## src/rtl/trim_pkg.sv

```systemverilog
// Shared trim-path constants: word width, system clock rate and receiver state encodings.
// The generator uses the same encodings, so keep the two sides in step.
package trim_pkg;

  localparam int TRIM_WIDTH = 12;
  localparam int CLK_HZ     = 50_000_000;

  typedef enum logic {
    RX_IDLE = 1'b0,
    RX_RECV = 1'b1
  } rx_state_t;

endpackage

```

## src/rtl/sync_edge.sv

```systemverilog
// Multi-flop synchroniser for one async input plus rise/fall detect on the synced value.
// Latency: STAGES cycles to sync; edges are flagged combinationally in the following cycle.
module sync_edge #(
  parameter int STAGES = 2
) (
  input  logic CLK50,
  input  logic RST,
  input  logic d,
  output logic sync,
  output logic rise,
  output logic fall
);

  logic [STAGES-1:0] sync_q;
  logic              sync_d;

  always_ff @(posedge CLK50) begin
    if (RST) begin
      sync_q <= '0;
      sync_d <= 1'b0;
    end else begin
      sync_q <= {sync_q[STAGES-2:0], d};
      sync_d <= sync_q[STAGES-1];
    end
  end

  assign sync = sync_q[STAGES-1];
  assign rise = sync & ~sync_d;
  assign fall = ~sync & sync_d;

endmodule

```

## src/rtl/trim_serial_rx.sv

```systemverilog
// Rebuilds LSB-first trim words from the oversampled DIN/ENCLK_IN stream; a frame closes after ENCLK idles low.
// Latency: last ENCLK edge to TRIM_VALID is SYNC_STAGES+IDLE_CYCLES+1 cycles; no backpressure, output just holds.
module trim_serial_rx
  import trim_pkg::*;
#(
  parameter int WIDTH       = TRIM_WIDTH,
  parameter int SYNC_STAGES = 2,
  parameter int IDLE_CYCLES = CLK_HZ,
  parameter int CNT_W       = 5
) (
  input  logic             CLK50,
  input  logic             RST,
  input  logic             DIN,
  input  logic             ENCLK_IN,
  output logic [WIDTH-1:0] TRIM_OUT,
  output logic             TRIM_VALID,
  output logic             FRAME_ERR,
  output logic [CNT_W-1:0] BITS_RX,
  output logic             BUSY
);

  localparam int                 IDLE_W    = $clog2(IDLE_CYCLES);
  localparam logic [IDLE_W-1:0]  IDLE_LAST = IDLE_W'(IDLE_CYCLES - 1);
  localparam logic [CNT_W-1:0]   WIDTH_C   = CNT_W'(WIDTH);

  if ((2 ** CNT_W) - 1 < WIDTH) begin : g_cnt_w_chk
    $error("trim_serial_rx: CNT_W too narrow to count WIDTH bits");
  end
  if (SYNC_STAGES < 2) begin : g_sync_chk
    $error("trim_serial_rx: SYNC_STAGES must be at least 2");
  end

  logic enc_s, enc_rise, enc_fall;
  logic din_s, din_rise_unused, din_fall_unused;

  sync_edge #(.STAGES(SYNC_STAGES)) u_sync_enclk (
    .CLK50 (CLK50),
    .RST   (RST),
    .d     (ENCLK_IN),
    .sync  (enc_s),
    .rise  (enc_rise),
    .fall  (enc_fall)
  );

  // Same depth as the ENCLK path so a fall lines up with the data it strobes.
  sync_edge #(.STAGES(SYNC_STAGES)) u_sync_din (
    .CLK50 (CLK50),
    .RST   (RST),
    .d     (DIN),
    .sync  (din_s),
    .rise  (din_rise_unused),
    .fall  (din_fall_unused)
  );

  rx_state_t         state, state_nxt;
  logic [WIDTH-1:0]  shreg;
  logic [CNT_W-1:0]  bit_cnt;
  logic [IDLE_W-1:0] idle_cnt;

  logic start, shift_en, cnt_en, idle_clr, idle_inc, close_good, close_err;

  always_ff @(posedge CLK50) begin
    if (RST) state <= RX_IDLE;
    else     state <= state_nxt;
  end

  always_comb begin
    state_nxt  = state;
    start      = 1'b0;
    shift_en   = 1'b0;
    cnt_en     = 1'b0;
    idle_clr   = 1'b0;
    idle_inc   = 1'b0;
    close_good = 1'b0;
    close_err  = 1'b0;
    case (state)
      RX_IDLE: begin
        if (enc_rise) begin
          state_nxt = RX_RECV;
          start     = 1'b1;
        end
      end
      RX_RECV: begin
        if (enc_fall) begin
          cnt_en   = 1'b1;
          shift_en = (bit_cnt < WIDTH_C);
        end
        // Any edge in the timeout cycle keeps the frame open.
        if (enc_rise || enc_fall || enc_s) begin
          idle_clr = 1'b1;
        end else if (idle_cnt == IDLE_LAST) begin
          state_nxt  = RX_IDLE;
          close_good = (bit_cnt >= WIDTH_C);
          close_err  = (bit_cnt < WIDTH_C);
        end else begin
          idle_inc = 1'b1;
        end
      end
      default: state_nxt = RX_IDLE;
    endcase
  end

  always_ff @(posedge CLK50) begin
    if (RST) begin
      shreg      <= '0;
      bit_cnt    <= '0;
      idle_cnt   <= '0;
      TRIM_OUT   <= '0;
      TRIM_VALID <= 1'b0;
      FRAME_ERR  <= 1'b0;
      BITS_RX    <= '0;
      BUSY       <= 1'b0;
    end else begin
      TRIM_VALID <= close_good;
      FRAME_ERR  <= close_err;

      if (start) begin
        shreg    <= '0;
        bit_cnt  <= '0;
        idle_cnt <= '0;
        BUSY     <= 1'b1;
      end else begin
        if (shift_en) shreg <= {din_s, shreg[WIDTH-1:1]};
        if (cnt_en && (bit_cnt != {CNT_W{1'b1}})) bit_cnt <= bit_cnt + CNT_W'(1);
        if (idle_clr)      idle_cnt <= '0;
        else if (idle_inc) idle_cnt <= idle_cnt + IDLE_W'(1);
      end

      if (close_good) TRIM_OUT <= shreg;
      if (close_good || close_err) begin
        BITS_RX <= bit_cnt;
        BUSY    <= 1'b0;
      end
    end
  end

endmodule

```

## config.mk

```make
export PLATFORM = sky130hd
export DESIGN_NAME = trim_serial_rx
export DESIGN_NICKNAME = d
export VERILOG_FILES = /design/src/rtl/trim_pkg.sv /design/src/rtl/sync_edge.sv /design/src/rtl/trim_serial_rx.sv
export SDC_FILE = /design/constraint.sdc
export NUM_CORES = 1
export LEC_CHECK = 0
export BUFFER_PORTS_ARGS = -buffer_cell sky130_fd_sc_hd__buf_4
export CAP_MARGIN = 20
export CORE_AREA = 8 8 77 79
export CTS_CLUSTER_SIZE = 40
export DETAILED_ROUTE_END_ITERATION = 8
export DIE_AREA = 0 0 85 87
export PLACE_DENSITY = 0.84
export SLEW_MARGIN = 20
export SYNTH_ARGS = -nofsm -noshare
export SYNTH_HDL_FRONTEND = slang
export SYNTH_SLANG_ARGS = --single-unit
```

## constraint.sdc

```tcl
create_clock -name CLK50 -period 5.3 [get_ports CLK50]
set_input_delay 1.06 -clock CLK50 [delete_from_list [all_inputs] [get_ports CLK50]]
set_output_delay 1.06 -clock CLK50 [all_outputs]
set_load 0.01 [all_outputs]
```

; Word-level counts from Yosys, hierarchy flattened
; Cells that the tools add are included.
[totals]
latchBits = 0
output_inout_bits = 20
mem_bits_rw = 0
reg_bits = 69
mem_count = 0
elab_cells = 49
mem_bits_ro = 0
[op_classes]
mux = 19
n_shift = 0
n_eq_ne = 2
n_reduce_logical = 7
mul = 0
n_div = 0
n_lt_le_gt_ge = 2
n_bitwise = 5
add_sub_neg = 2
[op_table]
columns = cell, count
row1 = "26-bit by 1-bit adder with 26-bit output, second input constant", 1
row2 = "26-bit == test, second input constant", 1
row3 = 1-bit 2-to-1 mux, 18
row4 = "5-bit by 1-bit adder with 5-bit output, second input constant", 1
row5 = "5-bit by 4-bit >= comparator with 1-bit output, second input constant", 1
row6 = "5-bit by 4-bit < comparator with 1-bit output, second input constant", 1
row7 = "5-bit != test, second input constant", 1
row8 = 2-bit OR reduction, 2
row9 = 1-bit logical OR, 3
row10 = 1-bit inverter, 3
row11 = 3-bit OR reduction, 1
row12 = 1-bit AND, 2
row13 = 1-bit one-hot mux with 2 select lines, 1
row14 = 1-bit logical AND, 1

; Logic depth before layout (Yosys ltp)
[depth]
word_depth = 8
depth_mapped = 7
depth_no_buf = 7

; Modules after synthesis
; From an unflattened synthesis, not the netlist that was laid out.
[hier_totals]
hier_cells = 317
area_unflattened_um2 = 2876.5
[by_module_without_submodules]
columns = mod, area_each_um2, cells_per_inst, n_inst
row1 = trim_serial_rx, 2693.8, 301, 1
row2 = sync_edge, 91.3, 8, 2

; Least setup slack after synthesis
; Ideal clock, no wire load.
[synth_timing]
kind = input-to-reg
from = input port RST
to = register shreg[10]
setup_slack_ns = 3.188
path_buffers = 3
required_time_ns = 5.172
arrival_time_ns = 1.984
stages = 5
setup_ns = 0.128
cell_sequence = clkbuf_1 -> a21o_1 -> clkbuf_1 -> clkbuf_1 -> nor2_1
[synth_via]
elab_chain_len = 1
[synth_rtl]
columns = element, line
row1 = "start, declared", trim_serial_rx.sv:12  ; input logic RST,
row2 = 2-bit OR reduction (no line), n/a
row3 = "end signal, assigned", trim_serial_rx.sv:123  ; if (shift_en) shreg <= {din_s, shreg[WIDTH-1:1]};
row4 = "end, declared", trim_serial_rx.sv:56  ; logic [WIDTH-1:0] shreg;
; Every way passes these cells.
; A chain may end at the register's enable or synchronous reset.

; Worst setup path in the final report
[layout_timing]
from = register idle_cnt[7]
to = register TRIM_OUT[6]
[layout_via]
elab_chain_len = 4
[layout_rtl]
columns = element, line
row1 = "start, declared", trim_serial_rx.sv:58  ; logic [IDLE_W-1:0] idle_cnt;
row2 = "start signal, assigned", trim_serial_rx.sv:126  ; else if (idle_inc) idle_cnt <= idle_cnt + IDLE_W'(1);
row3 = 26-bit == test, trim_serial_rx.sv:91  ; end else if (idle_cnt == IDLE_LAST) begin
row4 = 1-bit 2-to-1 mux, trim_serial_rx.sv:91
row5 = 1-bit 2-to-1 mux, trim_serial_rx.sv:89  ; if (enc_rise || enc_fall || enc_s) begin
row6 = 1-bit 2-to-1 mux, trim_serial_rx.sv:76  ; case (state)
row7 = "end signal, assigned", trim_serial_rx.sv:129  ; if (close_good) TRIM_OUT <= shreg;
row8 = "end, declared", trim_serial_rx.sv:15  ; output logic [WIDTH-1:0] TRIM_OUT,
; Every way passes these cells.

==> tab_implementation.tex <==
\begin{tabular}{lr}
\hline
Metric & Value \\
\hline
\multicolumn{2}{l}{\textbf{Detailed routing}} \\
Routed WL per cell & $\sim$15 µm \\
Wire length reported by the detailed router & approximately 5700 µm \\
Number of antenna-violating nets in the routed design & 0 \\
Number of design rule violations left after detail routing & 0 \\
Starting DRC count in detailed routing & approximately 150 \\
Via total after detailed routing & around 2.2k \\
DRT Pass-1 Iters & 4 \\
Via count normalized by instance count & 5.698 \\
\multicolumn{2}{l}{\textbf{Yosys}} \\
Post-Synthesis Mean Instance Area & $\sim$9.4 µm² \\
Cells after Synth & 304 \\
Post-synthesis simple-gate area fraction & approximately a quarter \\
Mapped Nets & 312 \\
Area contributors post-synth & dfxtp\_1 48\%, mux2i\_1 11\%, nor2\_1 7.2\% \\
YS warnings & 0 \\
Post-Syn Area & 2869 µm² \\
Sequential-to-total area share from yosys stat & about half \\
Compound-cell area share of the yosys netlist & under 10\% \\
Most area-hungry cell type in the Yosys netlist & dfxtp\_1 \\
Share of synthesized area spent on multiplexers & 10.82\% \\
Synthesized-area fraction occupied by xor and xnor cells & 5.190\% \\
Flop and latch count out of synthesis & 69 \\
Post-synthesis share of cell area spent on full adders, half adders and majority gates & around 1.7\% \\
Count of unique library cells instantiated by Yosys & 38 \\
Share of the synthesized area in the top cell type & 48.15\% \\
Main combinational cell family by area after synthesis & simple AND/OR/NAND/NOR gates \\
\multicolumn{2}{l}{\textbf{Worst hold path}} \\
Type of the most critical hold path & flip-flop to flip-flop \\
\multicolumn{2}{l}{\textbf{Power and ir drop}} \\
Power Density & approximately 300 nW/µm² \\
Switching part of the total & between 20\% and 30\% \\
Fraction of power consumed by combinational cells & under 10\% \\
Portion of total power attributed to sequential cells & 53.5\% \\
Static leakage & $\sim$0.0012 µW \\
Net switching power figure & 222.9 µW \\
Peak supply drop & about 250 µV \\
Cell internal power dissipation & 755.5 µW \\
Part of the total power dissipated in the clock network & about 44\% \\
\multicolumn{2}{l}{\textbf{Timing}} \\
Max Slew Vio Count & 0 \\
Total Negative Setup Slacks & 0 ps \\
Final hold slack & between 400 and 500 ps \\
Final critical delay including setup and external delays & about 2900 ps \\
Setup repair after global routing missed its margin & no \\
Maximum frequency from static timing analysis & $\sim$350 MHz \\
Fraction of the cycle the final worst path needs & between 50 and 60\% \\
Clk\_skew & slightly above 6 ps \\
Max transition margin & 32.01\% \\
Setup-violating endpoint count in the final report & 0 \\
Transition at the pin with the smallest max-transition slack & 1016 ps \\
Number of hold violations in the final report & 0 \\
\multicolumn{2}{l}{\textbf{Setup path}} \\
Category of the most critical setup path & flip-flop to flip-flop \\
Cell family with most CP delay & simple AND/OR/NAND/NOR gates \\
CP startpoint kind & flip-flop \\
Slowest CP cell & nor4b\_4 \\
Buf+Inv Stages, Crit Path & 0 \\
Chain of cells forming the critical path & nor4b\_1 > nand4\_1 > nor4b\_4 > mux2i\_1 > nor2\_1 \\
Maximum fanout along the worst path & 12 \\
Crit. End Element & flip-flop \\
Largest stage delay on the critical path & about 1100 ps \\
Data required time at the worst endpoint & roughly 5500 ps \\
Arrival time of the worst setup path & 3120 ps \\
\multicolumn{2}{l}{\textbf{Clock tree}} \\
Clock tree from TritonCTS & yes \\
CTS clock-pin slew for the worst setup and hold paths & $\sim$80 ps \\
Number of H-tree levels & 3 \\
Post-CTS resize count & 0 \\
Clock root buffer & clkbuf\_8 \\
Number of sinks driven by the clock tree & roughly 70 \\
Inserted Clock Buffers & 9 \\
Source-to-sink clock delay at the later pin of the worst-skew pair & approximately 350 ps \\
Number of buffers added for setup after CTS & 0 \\
Number of buffers inserted for hold repair after clock tree synthesis & 0 \\
Number of buffers between clock root and the deepest sink & 2 \\
\multicolumn{2}{l}{\textbf{Floorplan}} \\
Die Y & approximately 87 µm \\
Count of standard-cell rows & 26 \\
Initial standard-cell utilization of the core & approximately three fifths \\
Width of the die & 85 µm \\
Die footprint & 7395 µm² \\
Std-Cell Core Area & slightly below 5000 µm² \\
I/O pin cnt & 24 \\
\multicolumn{2}{l}{\textbf{Layout}} \\
Area Overhead vs Synth & 13.91\% \\
Diodes inserted & 0 \\
Layout cell share with drive strength beyond 1 & about 15\% \\
Number of nets at the end of the flow & about 330 \\
Most frequent cells in the layout & 69 x dfxtp\_1, 55 x nor2\_1, 31 x mux2i\_1, 23 x buf\_4, 15 x xor2\_1 \\
Most common cell after layout, fill and taps aside & dfxtp\_1 \\
\multicolumn{2}{l}{\textbf{Outcome}} \\
Run status & complete, no violations \\
\multicolumn{2}{l}{\textbf{Placement}} \\
Detailed-placement wirelength estimate & 3858 µm \\
Global placer's final weighted congestion & just under 0.9 \\
PortBufs & 23 \\
\multicolumn{2}{l}{\textbf{Flow run}} \\
Max-cap viol count & 0 \\
\multicolumn{2}{l}{\textbf{Global routing}} \\
Remaining global-route overflow & 0 \\
Maximum number of pins on one net before global-route repair & 30 \\
Initial antenna violation count & 0 \\
First-pass GRT wire length & roughly 10000 µm \\
Total GRT Usage & around 17\% \\
Via count of the first global-routing pass & between 2k and 2.5k \\
\hline
\end{tabular}
==> flip-flops by register name, indices dropped and copies added, names as in the netlist <==
signal,count
idle_cnt,26
u_sync_enclk.sync_d,1
u_sync_enclk.sync_q,2
BUSY,1
u_sync_din.sync_q,2
TRIM_OUT,12
FRAME_ERR,1
BITS_RX,5
state,1
TRIM_VALID,1
shreg,12
bit_cnt,5
==> final cells by class <==
class	instances	area, µm²
flip-flops and latches	69	1381
inverters	4	15.01
fillers	390	1579
clock inverters	6	62.56
repair buffers	23	172.7
well taps	56	70.07
multi-input cells	219	1429
clock buffers	10	137.6
==> per-layer routing <==
layer | routed length [µm] | share of wire (%) | track usage (%)
met1 | 2608 | 46 | 18.67
met2 | 2814 | 49 | 27.27
met3 | 209 | 3.7 | 5.755
met4 | 68 | 1.2 | 7.767
met5 | 0 | 0 | 0
==> synthesized netlist by cell type, drive strengths merged <==
| cell type | n |
|---|---|
| a21o | 2 |
| and4 | 3 |
| nor2b | 7 |
| xnor2 | 2 |
| and2 | 3 |
| o21ai | 12 |
| nor4 | 4 |
| o31a | 1 |
| inv | 4 |
| nand3 | 6 |
| nor3b | 4 |
| nor2 | 55 |
| dfxtp | 69 |
| clkbuf | 9 |
| nand4 | 11 |
| xor2 | 15 |
| o21a | 1 |
| buf | 3 |
| or3 | 8 |
| or3b | 2 |
| or2 | 2 |
| ha | 4 |
| and3 | 4 |
| nor4b | 2 |
| o211ai | 3 |
| a2111oi | 1 |
| a21oi | 11 |
| nor3 | 9 |
| nand2 | 14 |
| o2111ai | 2 |
| mux2i | 31 |
==> path summary, 6_finish.rpt <==
kind	from	end	slack, ps	cells past startpoint
worst max-delay path	idle_cnt[7]	TRIM_OUT[6]	2420	5
worst min-delay path	u_sync_din.sync_q[0]	u_sync_din.sync_q[1]	440	1
worst max register to register	idle_cnt[7]	TRIM_OUT[6]	2420	5
worst min register to register	u_sync_din.sync_q[0]	u_sync_din.sync_q[1]	440	1
==> power groups by stage <==
| stage | Combinational, µW | Clock (µW) | Sequential (µW) |
|---|---|---|---|
| after global placement | 21.0 | 0 | 536 |
| after detailed placement | 21.7 | 0 | 536 |
| after CTS | 21.7 | 438 | 524 |
| final | 21.4 | 433 | 524 |
| after floorplan | 16.2 | 0 | 535 |
| after global routing | 23.6 | 460 | 524 |
==> logic make-up after synthesis <==
group                      after synthesis
AOI/OAI and AO/OA                       33
xor gates and xnor gates                17
and+or+nand+nor                        134
DFF                                     69
adders and majority gates                4
buffers and inverters                   16
muxes                                   31
==> stage by stage <==
stage	power, µW	cells	area [µm²]	setup slack, ps	utilization, %
CTS	983.3	387	3262	2438	67.29
floorplan	551.3	304	2869	3188	-
global route	1008	387	3268	2219	67.42
detailed placement	557.4	371	3062	2464	63.16
global placement	556.6	371	3062	2603	63.16
finish	978.4	387	3268	2421	67.42
Note: power is estimated with default switching activity, not from simulation.
